$ cat config.mk
export PLATFORM = sky130hd
export DESIGN_NAME = grf_wb_arbiter
export DESIGN_NICKNAME = d
export VERILOG_FILES = /design/src/rtl/grf_pkg.sv /design/src/rtl/grf_scoreboard.sv /design/src/rtl/grf_wb_arbiter.sv
export SDC_FILE = /design/constraint.sdc
export NUM_CORES = 1
export LEC_CHECK = 0
export CAP_MARGIN = 10
export CORE_MARGIN = 4
export CORE_UTILIZATION = 48
export DETAILED_ROUTE_END_ITERATION = 16
export MAX_ROUTING_LAYER = met4
export PLACE_DENSITY = 0.79
export SETUP_SLACK_MARGIN = 0.02
export SLEW_MARGIN = 20
export SYNTH_ARGS = -nofsm -noshare
export SYNTH_HDL_FRONTEND = slang
export SYNTH_HIERARCHICAL = 1
export SYNTH_SLANG_ARGS = --single-unit
$ cat constraint.sdc
create_clock -name clk -period 3 [get_ports clk]
set_clock_uncertainty 0.1 [all_clocks]
set_input_delay 0.45 -clock clk [delete_from_list [all_inputs] [get_ports clk]]
set_output_delay 0.45 -clock clk [all_outputs]
set_load 0.005 [all_outputs]
$ cat src/rtl/grf_pkg.sv
// Shared types and widths for the GRF writeback arbiter slice.
// Pulled in by grf_scoreboard and grf_wb_arbiter through import grf_pkg::*.
package grf_pkg;

  localparam int REG_AW = 5;
  localparam int DATA_W = 32;

  typedef enum logic [1:0] {
    S_IDLE   = 2'd0,
    S_HOLD   = 2'd1,
    S_STARVE = 2'd2
  } state_t;

  typedef struct packed {
    logic [REG_AW-1:0] wa;
    logic [DATA_W-1:0] wd;
    logic [DATA_W-1:0] pc;
  } wb_entry_t;

endpackage

$ cat src/rtl/grf_scoreboard.sv
// Busy scoreboard for GRF destinations reserved by long-latency issues.
// Register $0 is never marked busy, and a set beats a clear on the same index.
module grf_scoreboard
  import grf_pkg::*;
(
  input  logic              clk,
  input  logic              reset,
  input  logic              set_en,
  input  logic [REG_AW-1:0] set_idx,
  input  logic              clr_en,
  input  logic [REG_AW-1:0] clr_idx,
  input  logic [REG_AW-1:0] rd_a,
  input  logic [REG_AW-1:0] rd_b,
  input  logic [REG_AW-1:0] rd_c,
  output logic              busy_a,
  output logic              busy_b,
  output logic              busy_c
);

  localparam int NREG = 1 << REG_AW;

  logic [NREG-1:0] r_busy;
  logic [NREG-1:0] w_set_mask;
  logic [NREG-1:0] w_clr_mask;

  always_comb begin
    w_set_mask = '0;
    w_clr_mask = '0;
    if (set_en) w_set_mask[set_idx] = 1'b1;
    if (clr_en) w_clr_mask[clr_idx] = 1'b1;
    w_set_mask[0] = 1'b0;
  end

  // The set mask is ORed in after the clear so a fresh reservation survives.
  always_ff @(posedge clk or negedge reset) begin
    if (!reset) begin
      r_busy <= '0;
    end else begin
      r_busy <= (r_busy & ~w_clr_mask) | w_set_mask;
    end
  end

  assign busy_a = r_busy[rd_a];
  assign busy_b = r_busy[rd_b];
  assign busy_c = r_busy[rd_c];

endmodule

$ cat src/rtl/grf_wb_arbiter.sv
// Shares the single GRF write port between W-stage writeback and the LLU result buffer.
// Optional commit/starve trace printing is enabled by defining GRF_WB_TRACE_EN.
module grf_wb_arbiter
  import grf_pkg::*;
#(
  parameter int STARVE_LIMIT = 4,
  parameter int CNT_W        = 3
) (
  input  logic              clk,
  input  logic              reset,
  input  logic              pipe_we,
  input  logic [REG_AW-1:0] pipe_wa,
  input  logic [DATA_W-1:0] pipe_wd,
  input  logic [DATA_W-1:0] pipe_pc,
  input  logic              llu_valid,
  input  logic [REG_AW-1:0] llu_wa,
  input  logic [DATA_W-1:0] llu_wd,
  input  logic [DATA_W-1:0] llu_pc,
  output logic              llu_ready,
  input  logic              iss_valid,
  input  logic [REG_AW-1:0] iss_wa,
  input  logic [REG_AW-1:0] rs,
  input  logic [REG_AW-1:0] rt,
  output logic              hazard,
  output logic              starve_stall,
  output logic              RegWrite,
  output logic [REG_AW-1:0] WA,
  output logic [DATA_W-1:0] WD,
  output logic [DATA_W-1:0] PC
);

  localparam logic [CNT_W-1:0] LIMIT_M1 = CNT_W'(STARVE_LIMIT - 1);

  state_t           r_state;
  logic [CNT_W-1:0] r_cnt;
  wb_entry_t        r_buf;

  logic w_full;
  logic w_buf_grant;
  logic w_capture;
  logic w_enter_starve;
  logic w_set_en;
  logic w_busy_rs;
  logic w_busy_rt;
  logic w_busy_iss;

  assign w_full         = (r_state != S_IDLE);
  assign w_buf_grant    = w_full & ~pipe_we;
  assign llu_ready      = ~w_full | w_buf_grant;
  assign w_capture      = llu_valid & llu_ready;
  assign w_enter_starve = (r_state == S_HOLD) & pipe_we & (r_cnt == LIMIT_M1);
  assign starve_stall   = (r_state == S_STARVE);

  // Pipeline writeback always wins; the buffer only drains on a W bubble.
  always_comb begin
    RegWrite = 1'b0;
    WA       = '0;
    WD       = '0;
    PC       = '0;
    if (pipe_we) begin
      RegWrite = 1'b1;
      WA       = pipe_wa;
      WD       = pipe_wd;
      PC       = pipe_pc;
    end else if (w_full) begin
      RegWrite = 1'b1;
      WA       = r_buf.wa;
      WD       = r_buf.wd;
      PC       = r_buf.pc;
    end
  end

  // The counter tracks how many pipe writes have jumped ahead of the buffered result.
  always_ff @(posedge clk or negedge reset) begin
    if (!reset) begin
      r_state <= S_IDLE;
      r_cnt   <= '0;
      r_buf   <= '0;
    end else begin
      if (w_capture) begin
        r_buf.wa <= llu_wa;
        r_buf.wd <= llu_wd;
        r_buf.pc <= llu_pc;
      end
      case (r_state)
        S_IDLE: begin
          if (w_capture) begin
            r_state <= S_HOLD;
            r_cnt   <= '0;
          end
        end
        S_HOLD: begin
          if (w_buf_grant) begin
            r_cnt   <= '0;
            r_state <= w_capture ? S_HOLD : S_IDLE;
          end else begin
            r_cnt <= r_cnt + 1'b1;
            if (w_enter_starve) r_state <= S_STARVE;
          end
        end
        S_STARVE: begin
          if (w_buf_grant) begin
            r_cnt   <= '0;
            r_state <= w_capture ? S_HOLD : S_IDLE;
          end
        end
        default: begin
          r_state <= S_IDLE;
          r_cnt   <= '0;
        end
      endcase
    end
  end

  assign w_set_en = iss_valid & ~hazard & (iss_wa != '0);
  assign hazard   = w_busy_rs | w_busy_rt | (iss_valid & w_busy_iss);

  grf_scoreboard u_scoreboard (
    .clk     (clk),
    .reset   (reset),
    .set_en  (w_set_en),
    .set_idx (iss_wa),
    .clr_en  (w_buf_grant),
    .clr_idx (r_buf.wa),
    .rd_a    (rs),
    .rd_b    (rt),
    .rd_c    (iss_wa),
    .busy_a  (w_busy_rs),
    .busy_b  (w_busy_rt),
    .busy_c  (w_busy_iss)
  );

`ifdef GRF_WB_TRACE_EN
  always @(posedge clk) begin
    if (reset && RegWrite && (WA != '0)) $display("%d@%h: $%d <= %h", $time, PC, WA, WD);
    if (reset && w_enter_starve) $display("starve @%h", r_buf.pc);
  end
`endif

endmodule
==> results of run 1 <==
==> metrics by stage <==
stage                     std cells  setup slack [ns]  total power [W]
after CTS                      1175            0.0318          0.00500
after global placement         1150            -0.414          0.00372
after floorplan                 760             0.201          0.00293
after global routing           1175             0.141          0.00526
after detailed placement       1150            -0.441          0.00376
final                          1175             0.292          0.00500
==> power groups by stage <==
| stage | sequential, W | clock [W] | combinational (W) |
|---|---|---|---|
| finish | 0.00218 | 0.00122 | 0.00160 |
| global route | 0.00220 | 0.00130 | 0.00176 |
| CTS | 0.00216 | 0.00124 | 0.00161 |
| detailed placement | 0.00217 | 0 | 0.00159 |
| global placement | 0.00218 | 0 | 0.00155 |
| floorplan | 0.00196 | 0 | 0.000970 |
==> layout make-up <==
cell class / instances / area [um2]
inverters: 4 / 15.0
well taps: 188 / 235
multi-input cells: 578 / 4290
fillers: 1203 / 4810
repair buffers: 284 / 2830
clock inverters: 2 / 35.0
clock buffers: 13 / 270
flip-flops and latches: 106 / 2660
==> worst max-delay path, stage by stage <==
cell and delay [ns]:
dlygate4sd2_1 0.27, and2b_2 0.28, a22oi_1 0.10, nand4b_1 0.09, a21oi_1 0.05, a311o_1 0.35
a211o_1 0.30, buf_4 0.13, dlymetal6s2s_1 0.14
==> layout by cell type, fill, tap and decap left out, types with 4 or more instances in the layout <==
cell type	netlist	layout
o211ai_2	69	69
nand3_1	10	10
buf_12	3	7
a22o_1	69	69
nand2b_1	72	72
and4b_1	4	4
a211oi_1	4	4
dfrtp_2	0	4
nand3b_1	10	10
clkdlybuf4s50_1	0	216
nor2_1	8	5
dfrtp_1	106	102
mux2i_1	48	48
dlygate4sd2_1	0	7
clkbuf_16	0	9
a22oi_1	12	12
o211ai_1	69	69
a21oi_1	9	9
inv_1	4	4
nand2_1	91	91
o21ai_0	58	58
buf_4	4	46
a211o_1	4	4
o21ai_1	5	5
==> cell families (layout without fill, tap and decap cells) <==
family | after synthesis | in the layout | synth area share
AOI/OAI and AO/OA | 306 | 306 | 0.347
adders and majority gates | 3 | 3 | 0.00474
buffers and inverters | 76 | 303 | 0.0650
DFF | 106 | 106 | 0.359
muxes | 48 | 48 | 0.0650
and+or+nand+nor | 221 | 221 | 0.160
==> flip-flops by register name, summed over array words and instances (netlist names) <==
signal	flops
r_buf	69
u_scoreboard/r_busy	32
r_cnt	3
r_state	2
==> metal layers <==
layer	track usage	routed length, um
met1	0.346	9890
met2	0.421	10900
met3	0.0573	1470
met4	0.0799	635
met5	-	0
==> worst max-delay path by stage <==
stage / cells after the start / to / from
final: 9 / hazard / rs[2]
after global routing: 12 / u_scoreboard/r_busy[8]$_DFF_PN0_ / rs[1]
after CTS: 8 / hazard / u_scoreboard/r_busy[23]$_DFF_PN0_
after detailed placement: 12 / u_scoreboard/r_busy[4]$_DFF_PN0_ / rt[1]
after global placement: 12 / u_scoreboard/r_busy[8]$_DFF_PN0_ / rt[1]
after floorplan: 11 / u_scoreboard/r_busy[8]$_DFF_PN0_ / rt[1]
==> timing repair <==
| item | CTS | global route |
|---|---|---|
| cloned | 3 | 0 |
| pin swaps | 1 | 4 |
| setup endpoints to repair | 8 | 3 |
| gates resized for setup | 30 | 7 |
| buffers inserted | 7 | 0 |
| hold endpoints to repair | 0 | 0 |
==> run summary, run 1 <==
# diodes -> 0
Post-route cell area -> 10300 um2
Crit share post-route -> 0.903
Drt total wl -> 22900 um
Critical Path RT -> 2.45 ns
Gr ovfl total -> 0
Ys flop type -> dfrtp_1
CTS tree -> done
Least-Margin Pin Slew -> 0.661 ns
Critical R2R Launch -> u_scoreboard/r_busy[19]$_DFF_PN0_
Fin. Hold Viols -> 0
Critical Path Source Type -> primary input
Worst Path Arrival -> 2.16 ns
Cell taking the most area after synthesis -> dfrtp_1
CTS max path bufs -> 2
Final RePlAce weighted congestion -> 0.933
Vias in the first global route -> 7125
Pwr dens -> 484 nW/um2
Internal -> 0.00335 W
R2r setup slk -> 0.39 ns
Number of distinct library cells after synthesis -> 39
Status -> complete, no violations
Mapped Cells -> 760
Final #Nets -> 1143
Hold crit path type -> in -> async
Crit path capture type -> output pin
Post-DP HPWL -> 16100 um
FF-to-FF path depth -> 10
Post-CTS Hold Buffers -> 0
Initial Utilization -> 0.488
Syn Nets -> 920
Number of DRC markers in iteration 0 -> 516
Post-route core utilization -> 0.682
Peak VDD IR -> 0.000295 V
Area growth from synthesis to layout -> 39.7%
Sw Pwr -> 0.00165 W
Seq pwr share -> 0.437
Placement Rows -> 45
Warnings from Yosys -> 6
Initial antenna violation count -> 0
Post-synth EDFFs -> 0
DR pass1 iterations -> 5
R2R Path End -> u_scoreboard/r_busy[28]$_DFF_PN0_
Die W -> 132 um
Via/cell ratio -> 5.96
Final setup viols -> 0
Worst hold slack -> 0.0226 ns
Post-route minimum period -> 2.71 ns
DRT antenna net count -> 0
Area post-placement -> 9890 um2
Die Area -> 17500 um2
Most frequent cell after synthesis -> dfrtp_1
Wirelength per Cell -> 19.5 um
Top cells by area, synth -> dfrtp_1 (36%), o211ai_2 (12%), a22o_1 (8.2%), o211ai_1 (7.0%), mux2i_1 (6.5%)
Via count -> 7003
Slew Limit Fails -> 0
Netlist Area Pre-Place -> 7400 um2
Most frequent cells after synthesis -> dfrtp_1 (106), nand2_1 (91), nand2b_1 (72)
Clock Sinks -> 106
Asr flop ratio synth -> 1.00
Worst Path Class, Setup -> in -> out
Total clock buffers created by CTS -> 9
Setup TNS -> 0 ns
Clock Latency Late Sink -> 0.34 ns
Flops & latches, synth -> 106
Comb pwr share -> 0.320
Sw Share -> 0.329
Port Buf Inserts -> 230
Clock Power Share -> 0.243
Unrepaired setup endpoints after global routing -> no
Syn Area/Cell -> 9.73 um2
Worst slew margin -> 0.559
Clock Tree Root -> clkbuf_16
I/O Pins -> 231
Max Cap Violations -> 0
Reg clk slew, reported paths -> 0.07 ns
First-pass GRT wire length -> 37300 um
Die height -> 132 um
Seq/Total Area, Yosys -> 0.359
Largest net degree at the start of global routing -> 70
CP max FO -> 4
Max H-tree Level -> 3
Leakage -> 4.33 nW
Proportion of layout cells with a drive suffix above 1 -> 0.164
Top-area cell type share of the netlist area -> 0.359
Core ar. -> 15100 um2
Residual DRC -> 0
F_max -> 369 MHz
Overall global routing resource usage -> 0.267
Power figures use the tool's default switching activity.
==> run 2, diff against run 1 <==
--- a/config.mk
+++ b/config.mk
@@ -10,7 +10,7 @@
 export CORE_UTILIZATION = 48
 export DETAILED_ROUTE_END_ITERATION = 16
 export MAX_ROUTING_LAYER = met4
-export PLACE_DENSITY = 0.79
+export PLACE_DENSITY = 0.85
 export SETUP_SLACK_MARGIN = 0.02
 export SLEW_MARGIN = 20
 export SYNTH_ARGS = -nofsm -noshare
==> run 2 against run 1 <==
- first-iteration DRC count up 2.3%
- setup slack worse by 0.094 ns
- clock-buffer cell count down 1
- power down 1.9%
- global-route usage about the same
- combinational power up 2%
- critical path type is now reg -> reg
- largest cell class unchanged
- largest power group unchanged
==> run summary, run 2 (synthesis results as in run 1) <==
Initial antenna violation count -> 0 (unchanged)
Biggest regs -> r_buf (69), u_scoreboard/r_busy (32), r_cnt (3)
Clock Latency Late Sink -> 0.35 ns (about the same)
Least-Margin Pin Slew -> 0.610 ns (-0.0514 ns)
Drt total wl -> 23500 um (+2.4%)
Slew Limit Fails -> 0 (unchanged)
Port Buf Inserts -> 230 (unchanged)
CP Cell Sequence -> mux2i_1 -> a22oi_2 -> nand3_1 -> nand2_1 -> a311o_1 -> a211o_1 -> buf_4 -> a211oi_1 -> buf_4 -> or3b_4 -> o21ai_0
Post-DP HPWL -> 16400 um (+2.1%)
CP max FO -> 7 (+3)
Leakage -> 4.34 nW (+0.21%)
Gr ovfl total -> 0 (unchanged)
Initial Utilization -> 0.488 (unchanged)
Residual DRC -> 0 (unchanged)
Final #Nets -> 1142 (-0.087%)
Worst path bufs/invs -> 2 (-1)
Critical R2R Launch -> u_scoreboard/r_busy[29]$_DFF_PN0_
Vias in the first global route -> 7098 (-0.38%)
CTS max path bufs -> 2 (unchanged)
Most frequent cells in the layout -> clkdlybuf4s50_1 (212), dfrtp_1 (99), nand2_1 (91)
Critical Path RT -> 3.17 ns (+0.72 ns)
Biggest register -> r_buf
CP delay by family, top -> compound AO/OA/AOI/OAI gates
Number of DRC markers in iteration 0 -> 528 (+2.3%)
Multi-input logic area -> 4300 um2 (+0.26%)
Overall global routing resource usage -> 0.267 (+0.000452)
Unrepaired setup endpoints after global routing -> no
Slowest cell on crit path -> dfrtp_1
Worst Path Arrival -> 2.97 ns (+0.81 ns)
Placement Rows -> 45 (unchanged)
FF/Latch Area -> 2660 um2 (+0.14%)
CTS tree -> done
Largest net degree at the start of global routing -> 75 (+7.1%)
Max Cap Violations -> 0 (unchanged)
Fin. Hold Viols -> 0 (unchanged)
Post-route core utilization -> 0.681 (-0.000909)
R2R Path End -> u_scoreboard/r_busy[4]$_DFF_PN0_
Crit path capture type -> register
Die Area -> 17500 um2 (unchanged)
Reg clk slew, reported paths -> 0.07 ns (about the same)
Fill count -> 1194 (-0.75%)
DRT antenna net count -> 0 (unchanged)
Final setup viols -> 0 (unchanged)
Via/cell ratio -> 6.02 (+1.0%)
Hold crit path type -> in -> async
Total clock buffers created by CTS -> 9 (unchanged)
F_max -> 357 MHz (-3.4%)
Critical Path Most Common Cell -> buf_4
Status -> complete, no violations
Post-CTS Hold Buffers -> 0 (unchanged)
Core ar. -> 15100 um2 (unchanged)
Area growth from synthesis to layout -> 39.5%
Clock Sinks -> 106 (unchanged)
Peak VDD IR -> 0.000300 V (+1.6%)
I/O Pins -> 231 (unchanged)
Critical path's largest stage delay -> 0.47 ns (+0.12 ns)
Max FFs per register -> 69 (unchanged)
First-pass GRT wire length -> 37300 um (about the same)
Layout Cells excl Fill -> 1175 (unchanged)
Proportion of layout cells with a drive suffix above 1 -> 0.169 (+0.00507)
Placed Cells -> 1152 (+0.17%)
# diodes -> 0 (unchanged)
Crit share post-route -> 0.934 (+0.0315)
Most common cell after layout, fill and taps aside -> clkdlybuf4s50_1
Post-route minimum period -> 2.80 ns (+0.0945 ns)
Worst slew margin -> 0.594 (+0.0343)
Critical Path Source Type -> register
Clock Tree Root -> clkbuf_16
Wirelength per Cell -> 20.0 um (+2.4%)
Worst Path Class, Setup -> reg -> reg
Die height -> 132 um (unchanged)
Final RePlAce weighted congestion -> 1.01 (+8.1%)
Max H-tree Level -> 3 (unchanged)
Die W -> 132 um (unchanged)
FF-to-FF path depth -> 11 (+1)
R2r setup slk -> 0.20 ns (-0.19 ns)
DR pass1 iterations -> 5 (unchanged)
Via count -> 7074 (+1.0%)
Pwr dens -> 475 nW/um2 (-1.7%)
==> run 2: worst reg2reg max path: stages, from the launching register on <==
cell and delay (ns):
dfrtp_1 0.47, mux2i_1 0.20, a22oi_2 0.09, nand3_1 0.10
nand2_1 0.06, a311o_1 0.31, a211o_1 0.29, buf_4 0.14
a211oi_1 0.18, buf_4 0.17, or3b_4 0.43, o21ai_0 0.18
==> run 2: cell type report <==
cell class                      count  share of cell area
Clock inverter                      4             0.00255
Multi-Input combinational cell    578               0.417
Inverter                            4             0.00146
Timing Repair Buffer              283               0.274
Sequential cell                   106               0.258
Tap cell                          188              0.0228
Clock buffer                       12              0.0239
==> run 2: through the flow <==
step / instance area (um2) / worst slack (ns) / power [W] / hold WS (ns) / TNS [ns]
final: 10300 / 0.198 / 0.00490 / 0.000255 / 0
after global routing: 10300 / 0.0778 / 0.00515 / 0.0612 / 0
after CTS: 10300 / 0.0230 / 0.00488 / 0.0269 / 0
after detailed placement: 9900 / -0.433 / 0.00374 / 0.397 / -7.59
after global placement: 9900 / -0.372 / 0.00371 / 0.391 / -6.26
after floorplan: 7400 / 0.201 / 0.00293 / 0.0544 / 0
==> run 2: layer usage <==
metal,up-vias,GRT usage,wire length (um)
li1,3320,-,-
met1,3444,0.346,10100
met2,269,0.430,11500
met3,41,0.0458,1390
met4,0,0.0823,495
met5,-,-,0
==> run 2: how the worst max path moves through the flow <==
stage / from / to / cells after the start
2_1_floorplan: rt[1] / u_scoreboard/r_busy[8]$_DFF_PN0_ / 11
3_3_place_gp: rt[1] / u_scoreboard/r_busy[4]$_DFF_PN0_ / 12
3_5_place_dp: rt[1] / u_scoreboard/r_busy[4]$_DFF_PN0_ / 12
4_1_cts: rs[1] / hazard / 9
5_1_grt: u_scoreboard/r_busy[25]$_DFF_PN0_ / u_scoreboard/r_busy[4]$_DFF_PN0_ / 11
6_report: u_scoreboard/r_busy[29]$_DFF_PN0_ / u_scoreboard/r_busy[4]$_DFF_PN0_ / 11
==> run 2: repair_timing <==
action,4_1_cts,5_1_grt
resized for setup,30,20
endpoints found under the hold margin,0,0
buffers inserted,1,3
endpoints found under the setup margin,8,1
gates cloned,3,0
pin swaps,0,6
==> run 2: power by group <==
group	switching (W)	leakage (nW)	total, W	internal, W
Combinational	0.000727	2.90	0.00164	0.000916
Sequential	0.000406	1.30	0.00214	0.00174
Clock	0.000530	0.133	0.00112	0.000587
==> variant (settings of run 1) <==
Re-encode `state_t` (3 states) as one-hot, 3 bits wide.
--- a/src/rtl/grf_pkg.sv
+++ b/src/rtl/grf_pkg.sv
@@ -7,6 +7,6 @@
 
-  typedef enum logic [1:0] {
-    S_IDLE   = 2'd0,
-    S_HOLD   = 2'd1,
-    S_STARVE = 2'd2
+  typedef enum logic [2:0] {
+    S_IDLE   = 3'b001,
+    S_HOLD   = 3'b010,
+    S_STARVE = 3'b100
   } state_t;
Check against the original RTL: no difference found for any inputs over 4 cycles, from zero or initial values and one cycle with reset low; so few cycles prove little.
==> variant against run 1 <==
Sequential cell count rose by 1; total power increased by 24%; utilization rose by 6.5 points; setup slack lost 0.22 ns; area after synthesis is 20% lower; final area decreased by 13%; routed wire length decreased by 10%; non-clock buffer count fell by 13; largest cell class unchanged; largest power group unchanged.
==> variant: results (changes against run 1) <==
Place
  • Placed wire-length estimate: 15300 um (-4.8%)
  • Area after DPL: 8490 um2 (-14%)
  • Dpl ws: -0.514 ns (-0.0729 ns)
  • GPL Wtd Cong: 1.06 (+14%)
  • Post-placement cell count: 893 (-22%)

Logic synthesis
  • Syn_nets: 677 (-26%)
  • Average size of a mapped cell: 11.4 um2 (+17%)
  • Post-synth cell types: 41 (+5.1%)
  • Top post-synthesis cells by count: dfrtp_1 (106), a22o_1 (71), o21ai_0 (61), mux2_2 (60), mux2i_1 (48)
  • Synth area leaders: dfrtp_1 (45%), mux2_2 (11%), a22o_1 (11%), mux2i_1 (8.1%), o21ai_0 (5.2%)
  • Sequential share of the synthesized area: 45.3% (+9.5 points)

Timing
  • Slew @ Worst Pin: 0.770 ns (+0.109 ns)

Layout
  • Count of multi-input gates: 378 (-35%)
  • Final #Nets: 930 (-19%)
  • Seq_cells: 107 (+0.94%)
  • Fraction of cell area in non-clock buffers: 30.1% (+2.8 points)
  • ANT cells: 1 (+1)
  • Biggest regs: r_buf x69, u_scoreboard/r_busy x32
  • Clk tree area frac: 3.61% (+0.65 points)
  • Fraction of area in multi-input gates: 34.2% (-7.4 points)
  • Non-CTS buffers: 271 (-4.6%)

Route
  • Drt initial violations: 480 (-7.0%)
  • Via count: 5618 (-20%)
  • WL/cell: 22.2 um (+14%)
  • Vias per inst: 6.09 (+2.1%)

Global routing
  • Initial antenna violation count: 1 (+1)
  • First-pass GRT wire length: 32800 um (-12%)

Power
  • Maximum vdd drop: 0.000605 V (+100%)
  • Sw frac: 33.3% (+0.34 points)

Outcome
  • Outcome: finished clean

Clock network
  • Post-CTS resize count: 32 (+6.7%)

Worst setup path
  • WP data arrival: 3.09 ns (+0.93 ns)
==> variant: cell types whose count changed after synthesis, sizes merged, moves of 4 or more <==
cell,before,now
o211ai,138,0
mux2,0,70
and4b,4,0
buf,47,13
clkbuf,25,16
nand2b,72,6
nand2,91,25
==> variant: worst max-delay path, stage by stage <==
cell and delay, ns:
dlygate4sd2_1 0.27, and2b_2 0.27, a22oi_1 0.09, nand3_1 0.09, nand2_1 0.07, a311o_1 0.32
a211o_1 0.29, buf_4 0.14, nor3b_1 0.28, buf_4 0.19, or3b_4 0.43, o21ai_0 0.19
==> variant: power by group through the flow <==
stage	Clock [mW]	Sequential [mW]	Combinational, mW
floorplan	0	2.24	1.30
CTS	1.31	2.45	2.39
finish	1.28	2.50	2.40
detailed placement	0	2.47	2.33
global route	1.36	2.54	2.61
global placement	0	2.46	2.24
==> variant: path summary, 6_finish.rpt <==
kind                                          from  slack, ns                      to  cells past startpoint
max                                          rt[2]       0.07  u_scoreboard/r_busy[4]                     12
min                                          reset       0.07               r_buf[40]                      1
max reg2reg                u_scoreboard/r_busy[26]       0.09  u_scoreboard/r_busy[4]                     11
max in group asynchronous                    reset       1.92              r_state[0]                      2
min in group clk                         r_buf[62]       0.41               r_buf[62]                      1
min reg2reg                              r_buf[62]       0.41               r_buf[62]                      1
==> variant: kinds of logic after synthesis <==
group                    synth area share (%)
AO/OA/AOI/OAI                            19.8
XOR/XNOR                                0.148
adder cells (fa/ha/maj)                 0.423
buffers and inverters                    3.54
flip-flops                               45.3
multiplexers                             22.1
AND/OR/NAND/NOR                          8.64
==> variant: per-layer routing <==
metal,track usage (%),share of wire (%),vias up,routed length (um)
met5,-,0,-,0
met4,8.25,2.7,0,562
met3,12.1,12,54,2380
met2,48.4,49,316,9980
met1,35.7,37,2770,7610
li1,-,-,2478,-
